<file path="config.mk">
export PLATFORM = sky130hd
export DESIGN_NAME = bit_count_seq
export DESIGN_NICKNAME = d
export VERILOG_FILES = /design/src/rtl/bit_count_pkg.sv /design/src/rtl/bit_count_slice.sv /design/src/rtl/bit_count_seq.sv
export SDC_FILE = /design/constraint.sdc
export NUM_CORES = 1
export LEC_CHECK = 0
export CAP_MARGIN = 20
export CORE_MARGIN = 4
export CORE_UTILIZATION = 55
export CTS_CLUSTER_DIAMETER = 200
export DETAILED_ROUTE_END_ITERATION = 12
export DONT_BUFFER_PORTS = 1
export GPL_ROUTABILITY_DRIVEN = 1
export MAX_ROUTING_LAYER = met4
export PLACE_DENSITY = 0.81
export SETUP_SLACK_MARGIN = 0.5
export SYNTH_ARGS = -nofsm -noshare
export SYNTH_HDL_FRONTEND = slang
export SYNTH_SLANG_ARGS = --single-unit
</file>
<file path="constraint.sdc">
create_clock -name clk -period 4.2 [get_ports clk]
set_input_delay 0.63 -clock clk [delete_from_list [all_inputs] [get_ports clk]]
set_output_delay 0.63 -clock clk [all_outputs]
set_load 0.02 [all_outputs]
</file>
<file path="src/rtl/bit_count_pkg.sv">
// Shared types and constants for the sequential population-count block.
package bit_count_pkg;

  typedef enum logic {
    IDLE = 1'b0,
    SCAN = 1'b1
  } state_t;

  localparam logic MODE_ONES  = 1'b0;
  localparam logic MODE_ZEROS = 1'b1;

endpackage

</file>
<file path="src/rtl/bit_count_slice.sv">
// Combinational population count of a narrow slice of the operand.
module bit_count_slice #(
  parameter int WIDTH     = 4,
  parameter int OUT_WIDTH = $clog2(WIDTH + 1)
) (
  input  logic [WIDTH-1:0]     bits,
  output logic [OUT_WIDTH-1:0] ones
);

  always_comb begin
    ones = '0;
    for (int i = 0; i < WIDTH; i++) begin
      ones = ones + OUT_WIDTH'(bits[i]);
    end
  end

endmodule

</file>
<file path="src/rtl/bit_count_seq.sv">
// Multi-cycle ones/zeros counter: scans a captured operand BITS_PER_CYCLE bits
// per clock, LSB slice first, and publishes the total with a one-cycle done pulse.
module bit_count_seq
  import bit_count_pkg::*;
#(
  parameter int DATA_WIDTH     = 16,
  parameter int BITS_PER_CYCLE = 4
) (
  input  logic                            clk,
  input  logic                            reset_n,
  input  logic                            start,
  input  logic [DATA_WIDTH-1:0]           data,
  input  logic                            mode,
  input  logic                            clear,
  output logic                            busy,
  output logic                            done,
  output logic [$clog2(DATA_WIDTH+1)-1:0] bit_count
);

  localparam int COUNT_WIDTH = $clog2(DATA_WIDTH + 1);
  localparam int SCAN_CYCLES = (BITS_PER_CYCLE == 0) ? 1 : DATA_WIDTH / BITS_PER_CYCLE;
  localparam int IDX_WIDTH   = (SCAN_CYCLES > 1) ? $clog2(SCAN_CYCLES) : 1;
  localparam int SLICE_CW    = $clog2(BITS_PER_CYCLE + 1);
  localparam logic [IDX_WIDTH-1:0] LAST_IDX = IDX_WIDTH'(SCAN_CYCLES - 1);

  if ((BITS_PER_CYCLE == 0) ? 1'b1 : ((DATA_WIDTH % BITS_PER_CYCLE) != 0)) begin : g_bad_cfg
    $error("bit_count_seq: BITS_PER_CYCLE must be nonzero and divide DATA_WIDTH");
  end

  state_t                  state, state_next;
  logic [DATA_WIDTH-1:0]   data_q, data_next;
  logic                    mode_q, mode_next;
  logic [COUNT_WIDTH-1:0]  acc, acc_next;
  logic [IDX_WIDTH-1:0]    idx, idx_next;
  logic [COUNT_WIDTH-1:0]  count_next;
  logic                    done_next;
  logic [BITS_PER_CYCLE-1:0] slice_raw, slice_in;
  logic [SLICE_CW-1:0]     slice_ones;
  logic [COUNT_WIDTH-1:0]  acc_sum;

  // Zero counting reuses the ones counter on the inverted slice.
  assign slice_raw = data_q[idx*BITS_PER_CYCLE +: BITS_PER_CYCLE];
  assign slice_in  = (mode_q == MODE_ZEROS) ? ~slice_raw : slice_raw;
  assign acc_sum   = acc + COUNT_WIDTH'(slice_ones);

  bit_count_slice #(
    .WIDTH     (BITS_PER_CYCLE),
    .OUT_WIDTH (SLICE_CW)
  ) u_slice (
    .bits (slice_in),
    .ones (slice_ones)
  );

  always_ff @(posedge clk or negedge reset_n) begin
    if (!reset_n) begin
      state <= IDLE;
    end else begin
      state <= state_next;
    end
  end

  always_comb begin
    state_next = state;
    data_next  = data_q;
    mode_next  = mode_q;
    acc_next   = acc;
    idx_next   = idx;
    count_next = bit_count;
    done_next  = 1'b0;
    if (clear) begin
      state_next = IDLE;
      acc_next   = '0;
      idx_next   = '0;
      count_next = '0;
    end else begin
      case (state)
        IDLE: begin
          if (start) begin
            state_next = SCAN;
            data_next  = data;
            mode_next  = mode;
            acc_next   = '0;
            idx_next   = '0;
          end
        end
        SCAN: begin
          acc_next = acc_sum;
          idx_next = idx + 1'b1;
          if (idx == LAST_IDX) begin
            state_next = IDLE;
            count_next = acc_sum;
            done_next  = 1'b1;
          end
        end
        default: state_next = IDLE;
      endcase
    end
  end

  always_ff @(posedge clk or negedge reset_n) begin
    if (!reset_n) begin
      data_q    <= '0;
      mode_q    <= MODE_ONES;
      acc       <= '0;
      idx       <= '0;
      bit_count <= '0;
      done      <= 1'b0;
    end else begin
      data_q    <= data_next;
      mode_q    <= mode_next;
      acc       <= acc_next;
      idx       <= idx_next;
      bit_count <= count_next;
      done      <= done_next;
    end
  end

  assign busy = (state == SCAN);

endmodule

</file>
==> results of run 1 <==
synth_stat cells, drive strengths merged:
cell type | count | area (sq um)
dfrtp | 31 | 775.7
o211ai | 1 | 7.510
a21oi | 6 | 30.03
xor2 | 2 | 17.52
nand3b | 1 | 7.510
xnor2 | 3 | 26.28
nand3 | 1 | 5.000
or3 | 1 | 6.260
nand2 | 7 | 26.28
mux2 | 17 | 229.0
nor3 | 2 | 21.27
nor2b | 1 | 6.260
buf | 3 | 32.53
clkbuf | 3 | 12.51
mux4 | 4 | 90.09
inv | 11 | 41.29
nand2b | 1 | 6.260
nor2 | 9 | 33.78
and2 | 1 | 6.260
a22oi | 2 | 15.01
fa | 2 | 40.04
a2111o | 1 | 11.26
nor3b | 2 | 15.01
a311oi | 2 | 17.52
a211o | 2 | 17.52
nand4 | 1 | 6.260
mux2i | 2 | 20.02
ha | 6 | 75.07
a31oi | 2 | 12.51
state kept, by name, indices dropped and copies added, names as in the netlist:
register	flops
busy	1
bit_count	5
mode_q	1
idx	2
done	1
data_q	16
acc	5
layer usage:
| layer | up-vias | GRT usage | share of wire |
|---|---|---|---|
| met3 | 4 | 0.05405 | 0.045 |
| li1 | 449 | - | - |
| met1 | 476 | 0.2097 | 0.46 |
| met2 | 31 | 0.2306 | 0.48 |
| met5 | - | - | 0 |
| met4 | 0 | 0.04878 | 0.013 |
power by group through the flow:
stage | Clock [mW] | Combinational [mW] | Sequential, mW
finish | 0.162 | 0.288 | 0.380
global route | 0.182 | 0.331 | 0.387
CTS | 0.169 | 0.290 | 0.381
detailed placement | 0 | 0.279 | 0.387
global placement | 0 | 0.269 | 0.384
floorplan | 0 | 0.245 | 0.368
layout make-up:
cell class / count / area [sq um] / area share
clock inverter: 1 / 5.005 / 0.002959
inverter: 11 / 41.29 / 0.02441
tap: 31 / 38.79 / 0.02293
timing repair buffer: 3 / 35.03 / 0.02071
clock buffer: 7 / 45.04 / 0.02663
multi-input combinational: 79 / 749.5 / 0.4430
sequential: 31 / 777.0 / 0.4593
worst max-delay path, delay by kind of cell, from the launching register on:
family	cells	cell delay [ns]
compound gates	2	0.59
xor+xnor	1	0.16
fa+ha+maj	4	1.26
buf+inv	3	0.19
flops	1	0.42
mux	1	0.51
simple gates	1	0.18
path summary, 6_finish.rpt:
kind	startpoint	to	slack, ns	cells after the start
worst max-delay path	idx[0]$_DFFE_PN0P_	bit_count[4]$_DFFE_PN0P_	0.77	12
max in group asynchronous	reset_n	idx[0]$_DFFE_PN0P_	3.91	1
min in group clk	clear	acc[3]$_DFFE_PN0P_	0.34	1
worst max register to register	idx[0]$_DFFE_PN0P_	bit_count[4]$_DFFE_PN0P_	0.77	12
worst min register to register	data_q[0]$_DFFE_PN0P_	data_q[0]$_DFFE_PN0P_	0.52	1
worst min-delay path	reset_n	acc[3]$_DFFE_PN0P_	0.1	1
cell families (layout without fill, tap and decap cells):
kind of cell / count (synthesis) / in the layout / synth area share
flops: 31 / 31 / 0.4814
simple gates: 27 / 27 / 0.08697
mux: 23 / 23 / 0.2104
buf+inv: 17 / 22 / 0.05357
compound gates: 16 / 16 / 0.06910
fa+ha+maj: 8 / 8 / 0.07143
xor+xnor: 5 / 5 / 0.02718
per-stage QoR:
stage	std cells	total power, mW	instance area [sq um]
finish	163	0.8303	1692
global route	163	0.8997	1692
CTS	161	0.8393	1675
detailed placement	152	0.6661	1605
global placement	152	0.6526	1605
floorplan	127	0.6132	1612
timing repair:
| action | CTS | global route |
|---|---|---|
| resized for setup | 0 | 1 |
| hold endpoints to repair | 31 | 0 |
| endpoints found under the setup margin | 0 | 2 |
| hold buffers | 1 | 0 |
| setup buffers | 0 | 2 |
==> results.py, run 1 <==
metrics = {
    "sta": {
        "max-slew-margin-rel": 0.3930,
        "rsz0062_at_grt": "false",
        "fin_crit_sh": 0.8158,
        "worstMarginPinSlew_ns": 0.9076,
        "slew_violations": 0,
        "hold_slack_ns": 0.09952,
        "skew_ns": 0.01293,
        "period_needed_ns": 3.426,
        "finalHoldViolations": 0,
        "max_clock_freq_mhz": 291.9,
        "tns_ns": 0,
        "setup_viol": 0,
        "layout_setup_ws_ns": 0.7737,
    },
    "power_and_ir_drop": {
        "pwr-share-comb": 0.347,
        "p_switching_mw": 0.2754,
        "p_int_mw": 0.5549,
        "power_frac_clock": 0.196,
        "pwr-share-seq": 0.458,
        "irDropWorstVdd_mv": 0.3356,
        "cellLeakagePower_nw": 0.7516,
        "swShare": 0.3317,
        "powerDensity_nw_per_um2": 490.8,
    },
    "floorplan": {
        "chipWidth_um": 62.13,
        "die_h_um": 62.13,
        "dieArea_sq_um": 3860,
        "placementRows": 19,
        "start_util": 0.5794,
        "coreArea_sq_um": 2781,
        "io_pins": 28,
    },
    "critical_path": {
        "critPathMaxFanout": 4,
        "startpoint_type": "flip-flop",
        "slowest_delay_ns": 0.51,
        "worst_ep_arrival_time_ns": 3.66,
        "critPathSlowestCell": "mux4_2",
        "cp_cell_sequence": "mux4_2 > xor2_1 > ha_1 > inv_1 > fa_1 > inv_1 > ha_1 > inv_1 > fa_1 > nand2b_1 > a211o_1 > a311oi_1",
        "path_class": "flip-flop to flip-flop",
        "cp_common_cell": "inv_1",
        "endpoint_kind": "flip-flop",
        "critPathRequiredTime_ns": 4.43,
    },
    "synthesis": {
        "ys_ff_latch": 31,
        "avgSynthCellArea_sq_um": 12.69,
        "yosysWarnings": 0,
        "ys_types": 35,
        "netlist_instances": 127,
        "synthesis.area_sq_um": 1612,
        "yosysSeqAreaShare": 0.4814,
        "syn_nets": 156,
    },
    "drt": {
        "viasPerCell": 5.890,
        "drt_wl_total_mm": 2.710,
        "num_vias": 960,
        "ant_nets": 0,
        "drc": 0,
        "drtIter0Drc": 76,
        "post_drt_wl_per_cell_um": 16.63,
        "drtPass1Iterations": 4,
    },
    "clocking": {
        "clockBufferDepth": 2,
        "cts_made_buffers": 5,
        "cts_tree": "done",
        "cts.clk_slew.worst_paths_ns": 0.10,
        "clock_sinks": 31,
        "cts_root_buffer": "clkbuf_4",
        "clkLatencyLatePin_ns": 0.33,
        "cts.htree.levels": 2,
    },
    "global_routing": {
        "grt_max_degree": 32,
        "antenna_found_initial": 0,
        "grt_pass1_vias": 1033,
        "gr-usage-all-layers": 0.1587,
        "grt_pass1_wl_mm": 4.781,
        "grt_overflow": 0,
    },
    "min_path": {
        "hold_class": "primary input to asynchronous set/reset pin",
    },
    "status": {
        "outcome": "complete, no violations",
    },
    "final_layout": {
        "fin_util": 0.6082,
        "antenna_cells": 0,
        "drive_above_1_share": 0.2500,
        "fillers": 215,
        "layout_common_cells": "dfrtp_1, inv_1, mux2_4",
        "layout_commonest_cell": "dfrtp_1",
        "areaGrowthSynthToFinish_pct": 4.969,
        "nets": 160,
    },
    "placed_design": {
        "dp_hpwl_mm": 1.988,
        "place_ws_ns": 0.5991,
        "io_buffers": 0,
        "gp_congestion": 0.7741,
    },
    "job": {
        "drv_cap": 0,
    },
}
Note: power is estimated with default switching activity, not from simulation.
==> run 2, diff against run 1 <==
clock period = 3.4 ns   (was 4.2 ns; I/O delays follow)
==> run 2 against run 1 <==
Global-route usage grew 2.4 points. Sequential cell count unchanged. Via count is 8.1% higher. Final cell count increased by 4.3%. Die area is the same. Critical endpoint is now acc[4]$_DFFE_PN0P_. First-iteration DRC count shrank 24%.
==> results.py, run 2 (synthesized netlist as in run 1, its figures left out) <==
metrics = {
    "global_routing": {
        "grt_max_degree": 32,
        "grt_pass1_wl_mm": 5.340,
        "gr-usage-all-layers": 0.1825,
        "antenna_found_initial": 0,
        "grt_overflow": 0,
        "grt_pass1_vias": 1146,
    },
    "floorplan": {
        "die_h_um": 62.13,
        "start_util": 0.5794,
        "io_pins": 28,
        "coreArea_sq_um": 2781,
        "dieArea_sq_um": 3860,
        "chipWidth_um": 62.13,
        "placementRows": 19,
    },
    "critical_path": {
        "slowest_delay_ns": 0.52,
        "rr_startpoint": "idx[0]$_DFFE_PN0P_",
        "critPathRequiredTime_ns": 3.65,
        "endpoint_kind": "flip-flop",
        "cp_cell_sequence": "mux4_2 > xor2_1 > ha_1 > inv_2 > fa_1 > inv_1 > ha_2 > inv_2 > fa_2 > nand2b_4 > a211o_1 > a311oi_2",
        "critPathMaxFanout": 3,
        "cp_num_buf_inv": 3,
        "critPathSlowestCell": "mux4_2",
        "reg2reg_depth": 12,
        "path_class": "flip-flop to flip-flop",
        "reg2reg_to": "acc[4]$_DFFE_PN0P_",
        "cp_common_cell": "inv_2",
        "crit_family": "adder cells",
        "worst_ep_arrival_time_ns": 3.56,
        "startpoint_type": "flip-flop",
        "rrSetupSlack_ns": 0.1,
    },
    "clocking": {
        "cts_tree": "done",
        "cts_root_buffer": "clkbuf_4",
        "clkLatencyLatePin_ns": 0.34,
        "cts.clk_slew.worst_paths_ns": 0.11,
        "clock_sinks": 31,
        "cts.htree.levels": 2,
        "clockBufferDepth": 2,
        "cts_made_buffers": 5,
    },
    "sta": {
        "max_clock_freq_mhz": 302.6,
        "period_needed_ns": 3.304,
        "layout_setup_ws_ns": 0.09583,
        "fin_crit_sh": 0.9718,
        "setup_viol": 0,
        "skew_ns": 0.006641,
        "slew_violations": 0,
        "finalHoldViolations": 0,
        "rsz0062_at_grt": "true",
        "worstMarginPinSlew_ns": 0.9786,
        "max-slew-margin-rel": 0.3455,
    },
    "placed_design": {
        "io_buffers": 0,
        "gp_congestion": 0.8099,
        "place_ws_ns": -0.05518,
        "dp_hpwl_mm": 2.115,
    },
    "final_layout": {
        "regMostFlops": "data_q",
        "largest_reg_flops": 16,
        "fillers": 205,
        "layout_commonest_cell": "dfrtp_1",
        "multiInputGateArea_sq_um": 828.3,
        "areaGrowthSynthToFinish_pct": 13.74,
        "layout_common_cells": "dfrtp_1, mux2_4, nor2_1",
        "drive_above_1_share": 0.4101,
        "reg_top3": "data_q x16, acc x5, bit_count x5",
        "seq_area_sq_um": 777.0,
        "antenna_cells": 0,
        "nets": 167,
    },
    "drt": {
        "drc": 0,
        "viasPerCell": 6.106,
        "ant_nets": 0,
        "post_drt_wl_per_cell_um": 18.49,
        "num_vias": 1038,
        "drtIter0Drc": 58,
        "drtPass1Iterations": 6,
        "drt_wl_total_mm": 3.143,
    },
    "min_path": {
        "hold_start": "clear",
        "hold_path_depth": 1,
        "hold_class": "primary input to flip-flop",
        "hold_end": "bit_count[1]$_DFFE_PN0P_",
    },
    "power_and_ir_drop": {
        "finalPower_mw": 1.243,
        "pwr-share-comb": 0.443,
        "cellLeakagePower_nw": 0.7935,
        "irDropWorstVdd_mv": 0.5289,
        "p_switching_mw": 0.4484,
        "power_frac_clock": 0.175,
        "powerDensity_nw_per_um2": 677.9,
        "p_int_mw": 0.7942,
        "swShare": 0.3608,
        "pwr-share-seq": 0.382,
    },
    "job": {
        "drv_cap": 0,
    },
    "status": {
        "outcome": "complete, no violations",
    },
}
-- run 2: power groups by stage --
stage | clock network [mW] | logic (mW) | registers [mW]
6_report | 0.218 | 0.550 | 0.474
5_1_grt | 0.238 | 0.606 | 0.482
4_1_cts | 0.220 | 0.442 | 0.470
3_5_place_dp | 0 | 0.395 | 0.478
3_3_place_gp | 0 | 0.366 | 0.475
2_1_floorplan | 0 | 0.339 | 0.455
-- run 2: cell type report --
cell class | instances | area share
flip-flops and latches | 31 | 0.4239
repair buffers | 10 | 0.04915
clock inverters | 3 | 0.01092
inverters | 11 | 0.02253
well taps | 31 | 0.02116
multi-input cells | 79 | 0.4519
clock buffers | 5 | 0.02048
-- run 2: metal layers --
layer | track usage | up-vias | wire length, um
li1 | - | 468 | -
met1 | 0.2045 | 516 | 1278
met2 | 0.2953 | 43 | 1608
met3 | 0.06486 | 11 | 172
met4 | 0.07317 | 0 | 84
met5 | - | - | 0
-- run 2: through the flow --
step | instances | TNS [ns] | cell area, sq um | hold WS (ns) | utilization
floorplan | 127 | 0 | 1634 | 0.2144 | -
global placement | 153 | 0 | 1629 | 0.2154 | 0.5857
detailed placement | 153 | -0.09147 | 1629 | 0.2154 | 0.5857
CTS | 167 | 0 | 1755 | 0.2031 | 0.6311
global route | 170 | -0.03514 | 1833 | 0.1947 | 0.6590
finish | 170 | 0 | 1833 | 0.2140 | 0.6590
-- run 2: worst max path at each step --
stage,startpoint,end,cells after the start
3_5_place_dp,idx[0]$_DFFE_PN0P_,bit_count[4]$_DFFE_PN0P_,12
3_3_place_gp,idx[0]$_DFFE_PN0P_,acc[4]$_DFFE_PN0P_,12
2_1_floorplan,idx[0]$_DFFE_PN0P_,acc[4]$_DFFE_PN0P_,13
6_report,idx[0]$_DFFE_PN0P_,acc[4]$_DFFE_PN0P_,12
4_1_cts,idx[0]$_DFFE_PN0P_,acc[4]$_DFFE_PN0P_,12
5_1_grt,idx[0]$_DFFE_PN0P_,acc[4]$_DFFE_PN0P_,12
-- run 2: timing repair --
item                                    CTS  global route
gates resized for setup                   2            10
endpoints found under the setup margin    8             8
cloned                                    0             0
hold buffers                              2             0
buffers inserted                          4             3
endpoints found under the hold margin    31             0
pin swaps                                 3             2
